$ cat config.mk
export PLATFORM = sky130hd
export DESIGN_NAME = gp_register_bank
export DESIGN_NICKNAME = d
export VERILOG_FILES = /design/src/rtl/cpu_pkg.sv /design/src/rtl/register32.sv /design/src/rtl/gp_register_bank.sv
export SDC_FILE = /design/constraint.sdc
export NUM_CORES = 1
export LEC_CHECK = 0
export CAP_MARGIN = 20
export CORE_MARGIN = 2
export CORE_UTILIZATION = 34
export CTS_CLUSTER_SIZE = 10
export DETAILED_ROUTE_END_ITERATION = 10
export PLACE_DENSITY = 0.59
export SLEW_MARGIN = 5
export SYNTH_ARGS = -nofsm -noshare
export SYNTH_HDL_FRONTEND = slang
export SYNTH_SLANG_ARGS = --single-unit
$ cat constraint.sdc
create_clock -name clk -period 4.4 [get_ports clk]
set_input_delay 0.88 -clock clk [delete_from_list [all_inputs] [get_ports clk]]
set_output_delay 0.88 -clock clk [all_outputs]
set_load 0.01 [all_outputs]
$ cat src/rtl/cpu_pkg.sv
// Shared CPU definitions: IR field positions, link register and the opcodes
// decoded by the control unit in fetch2.
package cpu_pkg;

  localparam int OPC_HI = 31;
  localparam int OPC_LO = 27;
  localparam int RA_HI  = 26;
  localparam int RA_LO  = 23;
  localparam int RB_HI  = 22;
  localparam int RB_LO  = 19;
  localparam int RC_HI  = 18;
  localparam int RC_LO  = 15;
  localparam int C_HI   = 18;
  localparam int C_LO   = 0;

  localparam logic [3:0] LINK_REG = 4'd15;

  localparam logic [4:0] OPC_NOP  = 5'd0;
  localparam logic [4:0] OPC_LD   = 5'd1;
  localparam logic [4:0] OPC_LDR  = 5'd2;
  localparam logic [4:0] OPC_ST   = 5'd3;
  localparam logic [4:0] OPC_STR  = 5'd4;
  localparam logic [4:0] OPC_LA   = 5'd5;
  localparam logic [4:0] OPC_LAR  = 5'd6;
  localparam logic [4:0] OPC_BR   = 5'd8;
  localparam logic [4:0] OPC_BRL  = 5'd9;
  localparam logic [4:0] OPC_ADD  = 5'd12;
  localparam logic [4:0] OPC_SUB  = 5'd14;
  localparam logic [4:0] OPC_HALT = 5'd31;

endpackage

$ cat src/rtl/register32.sv
// Plain load-enabled register with synchronous active-high clear.
module register32 #(
  parameter int W = 32
) (
  input  logic         clk,
  input  logic         reset,
  input  logic         load,
  input  logic [W-1:0] d,
  output logic [W-1:0] q
);

  always_ff @(posedge clk) begin
    if (reset)
      q <= '0;
    else if (load)
      q <= d;
  end

endmodule

$ cat src/rtl/gp_register_bank.sv
// Instruction register plus 16-entry general-purpose register file with
// gra/grb/grc select-and-encode, base-address R0 gating and C sign extension.
module gp_register_bank
  import cpu_pkg::*;
#(
  parameter int DATA_W   = 32,
  parameter int NUM_REGS = 16,
  parameter int C_W      = 19
) (
  input  logic              clk,
  input  logic              reset,
  input  logic [DATA_W-1:0] bus_in,
  input  logic              ir_in,
  input  logic              gra,
  input  logic              grb,
  input  logic              grc,
  input  logic              r_in,
  input  logic              r_out,
  input  logic              ba_out,
  output logic [DATA_W-1:0] ir_data,
  output logic [DATA_W-1:0] reg_data,
  output logic              reg_drive,
  output logic [DATA_W-1:0] c_sign_ext,
  output logic [4:0]        opcode
);

  logic [DATA_W-1:0] ir;
  logic [DATA_W-1:0] regs [NUM_REGS];
  logic [3:0]        field_sel;
  logic              any_sel;
  logic [3:0]        rd_sel;
  logic [3:0]        wr_sel;

  register32 #(.W(DATA_W)) u_ir (
    .clk   (clk),
    .reset (reset),
    .load  (ir_in),
    .d     (bus_in),
    .q     (ir)
  );

  // Fixed priority gra > grb > grc; with no select, reads hit R0 and writes
  // go to the link register (jal).
  always_comb begin
    field_sel = '0;
    any_sel   = 1'b1;
    if (gra)
      field_sel = ir[RA_HI:RA_LO];
    else if (grb)
      field_sel = ir[RB_HI:RB_LO];
    else if (grc)
      field_sel = ir[RC_HI:RC_LO];
    else
      any_sel = 1'b0;
  end

  assign rd_sel = any_sel ? field_sel : 4'd0;
  assign wr_sel = any_sel ? field_sel : LINK_REG;

  for (genvar i = 0; i < NUM_REGS; i++) begin : g_regs
    register32 #(.W(DATA_W)) u_reg (
      .clk   (clk),
      .reset (reset),
      .load  (r_in && (wr_sel == 4'(i))),
      .d     (bus_in),
      .q     (regs[i])
    );
  end

  always_comb begin
    reg_drive = r_out | ba_out;
    reg_data  = '0;
    if (reg_drive && !(ba_out && rd_sel == 4'd0))
      reg_data = regs[rd_sel];
  end

  assign ir_data    = ir;
  assign opcode     = ir[OPC_HI:OPC_LO];
  assign c_sign_ext = {{(DATA_W-C_W){ir[C_HI]}}, ir[C_HI:C_LO]};

endmodule

== Word-level counts from Yosys, hierarchy flattened ==
Cells that the tools add are included.

* Register bits: 544
* Logic and storage cells: 68
* Output and inout port bits: 102
* Bits of input ports: 41

* Eq/ne operators: 15
* Order comparisons: 1
* Muxes and demuxes: 12
* Bitwise gates (word level): 2
* Reductions and logical operators: 21

{| class="wikitable"
|+ Operators with widths
! cell !! count
|-
| $bmux W32 S4 || 1
|-
| $mux W32 || 3
|-
| $eq A4 B4 Y1 const B || 8
|-
| $mux W4 || 5
|-
| $logic_and A1 B1 Y1 || 18
|-
| $eq A4 B3 Y1 const B || 4
|-
| $eq A4 B2 Y1 const B || 2
|-
| $logic_not A4 Y1 || 2
|-
| $ge A5 B5 Y1 const B || 1
|-
| $not A4 Y5 || 1
|-
| $eq A4 B1 Y1 const B || 1
|-
| $mux W1 || 3
|-
| $logic_not A1 Y1 || 1
|-
| $or A1 B1 Y1 || 1
|}

== Logic depth before layout (Yosys ltp) ==
* Depth after elaboration: 9
* Gate-level depth with buffers: 11
* Mapped depth without buffers: 6

== Modules after synthesis ==
A second synthesis with hierarchy kept.

* Cell total of the unflattened synthesis: 2,689
* Area, all modules: 24,896.4 sq um

{| class="wikitable"
|+ Modules (own cells, without submodules)
! module !! instances !! cells each !! area an instance (sq um)
|-
| register32 || 17 || 103 || 1,163.6
|-
| gp_register_bank || 1 || 938 || 5,114.9
|}

== Least setup slack after synthesis ==
Ideal clock, no wire load.

* Kind: input -> output
* Start point: input port grb
* End point: output port reg_data[27]
* Buffers on the path: 4
* Arrival: 2.644 ns
* Data required time: 3.520 ns
* Cell stages on the path: 10
* Setup slack: 0.876 ns
* Cell sequence: buf_4 -> and3b_1 -> o21a_1 -> buf_4 -> buf_4 -> buf_2 -> o221ai_1 -> o31ai_1 -> o211ai_1 -> a311oi_1

* Cells in the longest elaborated chain, start to end: 8

{| class="wikitable"
|+ RTL lines
! element !! line !! source
|-
| start: declaration || gp_register_bank.sv:15 || <nowiki>input logic grb,</nowiki>
|-
| $mux W4 or $mux W1 (tied branches) || gp_register_bank.sv:49 || <nowiki>else if (grb)</nowiki>
|-
| $mux W4 or $mux W1 (tied branches) || gp_register_bank.sv:47 || <nowiki>if (gra)</nowiki>
|-
| $mux W4 (*) || gp_register_bank.sv:57 || <nowiki>assign rd_sel = any_sel ? field_sel : 4'd0;</nowiki>
|-
| $not A4 Y5 (not written as such) or $logic_not A4 Y1 (tied branches) || gp_register_bank.sv:74, gp_register_bank.sv:73 ||
|-
| $bmux W32 S4 or $logic_and A1 B1 Y1 (tied branches) || gp_register_bank.sv:74, gp_register_bank.sv:73 ||
|-
| $mux W32 (not written as such) or $logic_not A1 Y1 (tied branches) || gp_register_bank.sv:74, gp_register_bank.sv:73 ||
|-
| $mux W32 (not written as such) or $logic_and A1 B1 Y1 (tied branches) || gp_register_bank.sv:74, gp_register_bank.sv:73 ||
|-
| $mux W32 (*) || gp_register_bank.sv:73 || <nowiki>if (reg_drive && !(ba_out && rd_sel == 4'd0))</nowiki>
|-
| end: declaration || gp_register_bank.sv:21 || <nowiki>output logic [DATA_W-1:0] reg_data,</nowiki>
|}

Mark *: on every way between the ends. The rest lies on a longest branch, timed or not. The select of a mux whose other input is x is not followed.

== Final worst setup path ==
* Start point: input port grb
* End point: output port reg_data[23]

Same word-level chain as after synthesis.

==> summary.md <==
| Metric | Value |
|---|---|
| Run status | finished, final reports clean |
| Hold_buf cts | 0 |
| Max Cap Violations | 0 |
| TritonCTS clock tree | built |
| Layout fillers | 6931 |
| Drt drc | 0 |
| Startpoint types | input pin |
| Grt met3 use | under 10% |
| Worst-Skew Late Latency | 0.64 ns |
| Ys flop type | dfxtp_1 |
| Initial core utilization | between 30% and 40% |
| Vias in the first global route | 21.1k |
| Mapped cell area | 23800 µm² |
| Crit-path most repeated cell | buf_12 |
| Total CTS buffers | 60 |
| Syn nets | 3133 |
| Reg2Reg Launch Point | u_ir.q[17] |
| CP bufs+invs | 7 |
| Max-Slew Margin vs Limit | 28.0% |
| Num ports | approximately 140 |
| Post-synthesis cell type count | 54 |
| Final Skew | 0.0171 ns |
| Final HPWL DP | 57100 µm |
| Overflow after GRT | 0 |
| Worst Max-Slew Pin Slew | 1.08 ns |
| Worst-path clk slew | about 0.050 ns |
| N_diodes | 0 |
| Layout Area Growth over Synthesis | 21.9% |
| Drt first pass iters | 6 |
| Max Root-Sink Buffers | 3 |
| ANT nets after route | 0 |
| Sequential fraction of the synthesis area | 45.8% |
| Worst Hold Class | reg -> reg |
| Final worst path period share | 98.2% |
| Post-synthesis average cell area | 7.69 µm² |
| First-pass GRT wire length | about 130000 µm |
| Tot GR Track Use | 24.3% |
| Worst Setup End Kind | output port |
| Cells after Synth | about 3.1k |
| Initial antenna violation count | 0 |
| Vias/cell | approximately 5.4 |
| CP required | 3.52 ns |
| Nets | roughly 3.2k |
| Rows | 96 |
| Die width | 268 µm |
| CP top delay family | buffers and inverters |
| Largest net degree at the start of global routing | between 100 and 150 |
| Placed Area | 27100 µm² |
| Async set or reset register ratio after synthesis | 0% |
| WL/cell | 21.6 µm |
| Final Hold Fails | 0 |
| Routed WL | 88800 µm |
| Floorplan core area | between 60000 and 70000 µm² |
| CP Class | in -> out |
| Maximum VDD drop | 0.305 mV |
| Post-synth EDFFs | 0 |
| Worst hold start | g_regs[7].u_reg.q[17] |
| Worst R2R Path Depth | 12 |
| Pwr Total | roughly 11 mW |
| Fmax | 232 MHz |
| Pwr Density | 385 nW/µm² |
| R2R setup slack | around 1.6 ns |
| Die area | 72000 µm² |
| Slew Viols, Final | 0 |
| CTS H-tree depth | 2 |
| Worst path cell trace | clkdlybuf4s15_1 -> and3b_2 -> o21ai_4 -> buf_12 -> buf_4 -> buf_12 -> buf_12 -> nand3_1 -> o21a_1 -> buf_6 -> o2111ai_1 -> nor2_1 -> clkdlybuf4s50_1 |
| GRT met2 Usage | 41.2% |
| Final Setup Violations | 0 |
| # port buffers | 142 |
| Final instance area | 29000 µm² |
| Worst-path fanout max | 8 |
| Sequential Area | 10900 µm² |
| GPL Wtd Cong | 0.871 |
| Clk Tree Root Cell | clkbuf_16 |
| Hold Slack | 0.449 ns |
| Layout cell share with drive strength beyond 1 | a little over an eighth |
| Min Tclk post-route | 4.32 ns |
| Hold EP | g_regs[7].u_reg.q[17] |
| End of the worst register-to-register path | g_regs[5].u_reg.q[10] |
| Leak | 10.2 nW |
| Multi-input gate area | about 11000 µm² |
| Clock Sinks | approximately 540 |
| WP data arrival | 3.44 ns |
| Synth Warn # | 0 |
| CP peak stage delay | 0.57 ns |
| Die height | 268 µm |
| Crit path max-delay cell type | clkdlybuf4s50_1 |
| #FFs+latches synth | 544 |
| Busiest layer in global routing | met2 |
| Initial DRC count | 2222 |
| Routing usage on met1 | between 30% and 40% |
| Via Count | between 20k and 25k |
| Hold Crit Depth | 2 |
worst max path at each step:
stage | start | end | slack (ns) | cells past startpoint
after floorplan | grb | reg_data[27] | 0.88 | 10
after global placement | grb | reg_data[11] | -0.50 | 10
after detailed placement | grb | reg_data[11] | -0.54 | 10
after CTS | grb | reg_data[11] | 0.003 | 10
after global routing | grb | reg_data[7] | -0.002 | 13
final | grb | reg_data[23] | 0.08 | 13
cells in the mapped netlist, drive strengths merged, types with 3 or more instances:
cell	n	area share, %
or3	9	0.24
a32oi	5	0.18
o221ai	17	0.63
nand4	12	0.32
a2bb2oi	3	0.11
a21o	5	0.16
a211o	6	0.22
o21a	4	0.13
o21ai	18	0.47
a221oi	16	0.59
nor4	3	0.079
a31oi	9	0.24
mux2	16	0.76
nand2	1191	19
a22oi	6	0.19
buf	162	4.1
nor3	20	0.57
mux2i	69	2.9
o31ai	4	0.15
inv	3	0.047
o2111ai	11	0.41
nand3	69	1.5
or2	6	0.16
nor2	61	0.96
nand2b	4	0.11
dfxtp	544	46
a21oi	546	12
clkbuf	183	2.9
o211ai	4	0.13
mux4	46	4.4
o22ai	19	0.50
repair_timing:
| action | 4_1_cts | 5_1_grt |
|---|---|---|
| endpoints found under the setup margin | 32 | 27 |
| resized for setup | 28 | 45 |
| hold endpoints to repair | 0 | 0 |
| pin swaps | 2 | 7 |
| buffers inserted | 1 | 5 |
placed cells by master (no fill, tap or decap), types with 5 or more instances in the layout:
cell type / Yosys / routed
or3_2: 0 / 5
or2_2: 6 / 5
a221oi_1: 16 / 15
a21oi_2: 2 / 11
a32oi_1: 5 / 5
clkbuf_16: 0 / 60
o2111ai_1: 11 / 11
o22ai_1: 19 / 15
buf_4: 58 / 180
nand2_1: 1191 / 1189
buf_12: 0 / 48
nand3_1: 68 / 65
mux2i_1: 69 / 69
nor2_1: 61 / 51
clkdlybuf4s50_1: 0 / 109
nand4_1: 12 / 12
a211o_1: 6 / 6
nor3_4: 0 / 5
mux2_2: 14 / 14
mux4_2: 46 / 46
nor2_4: 0 / 7
o221ai_1: 17 / 17
a21oi_1: 544 / 534
nor3_1: 13 / 11
dlymetal6s2s_1: 0 / 24
o21ai_1: 9 / 7
a31oi_1: 9 / 9
dfxtp_1: 544 / 543
o21ai_0: 7 / 6
layout make-up:
type	count	area share (%)
multi-input combinational	2200	39.7
clock inverter	3	0.155
clock buffer	64	5.30
timing repair buffer	373	13.2
sequential	544	37.6
inverter	3	0.0389
tap	931	4.02
power by group:
| group | leakage [nW] | switching, mW | total [mW] | internal, mW |
|---|---|---|---|---|
| clock network | 0.777 | 1.99 | 4.43 | 2.43 |
| registers | 4.40 | 0.0624 | 5.10 | 5.03 |
| logic | 5.00 | 0.984 | 1.63 | 0.650 |
worst min-delay path, delay by kind of cell (launching register included):
family,cells,cell delay (ns)
AO/OA/AOI/OAI,1,0.05
flip-flops,1,0.30
AND/OR/NAND/NOR,1,0.05
per-stage QoR:
step / setup WS [ns] / util (%) / cells / TNS (ns)
CTS: 0.00297 / 41.8 / 4113 / 0
finish: 0.0811 / 42.0 / 4118 / 0
global route: -0.00218 / 42.0 / 4118 / -0.00218
detailed placement: -0.538 / 39.4 / 4045 / -8.82
global placement: -0.505 / 39.4 / 4045 / -8.08
floorplan: 0.876 / - / 3092 / 0
state kept, by name, indices dropped and copies added (netlist names):
name            count
u_ir.q             32
g_regs.u_reg.q    512
routing by layer:
metal  up-vias  part of all wire, %  wire [µm]
met5         -                    0          0
li1      10400                    -          -
met3       194                  7.5       6630
met2       955                   48      42500
met1     10600                   41      36500
met4         0                  3.5       3110
cells by family (layout without fill, tap and decap cells):
family | after synthesis | in the layout | share of synthesized area (%)
simple gates | 1386 | 1386 | 23.1
flops | 544 | 544 | 45.8
mux | 131 | 131 | 8.02
buf+inv | 348 | 443 | 7.08
compound gates | 683 | 683 | 16.0
No activity file was read; power rests on OpenSTA's default activity.
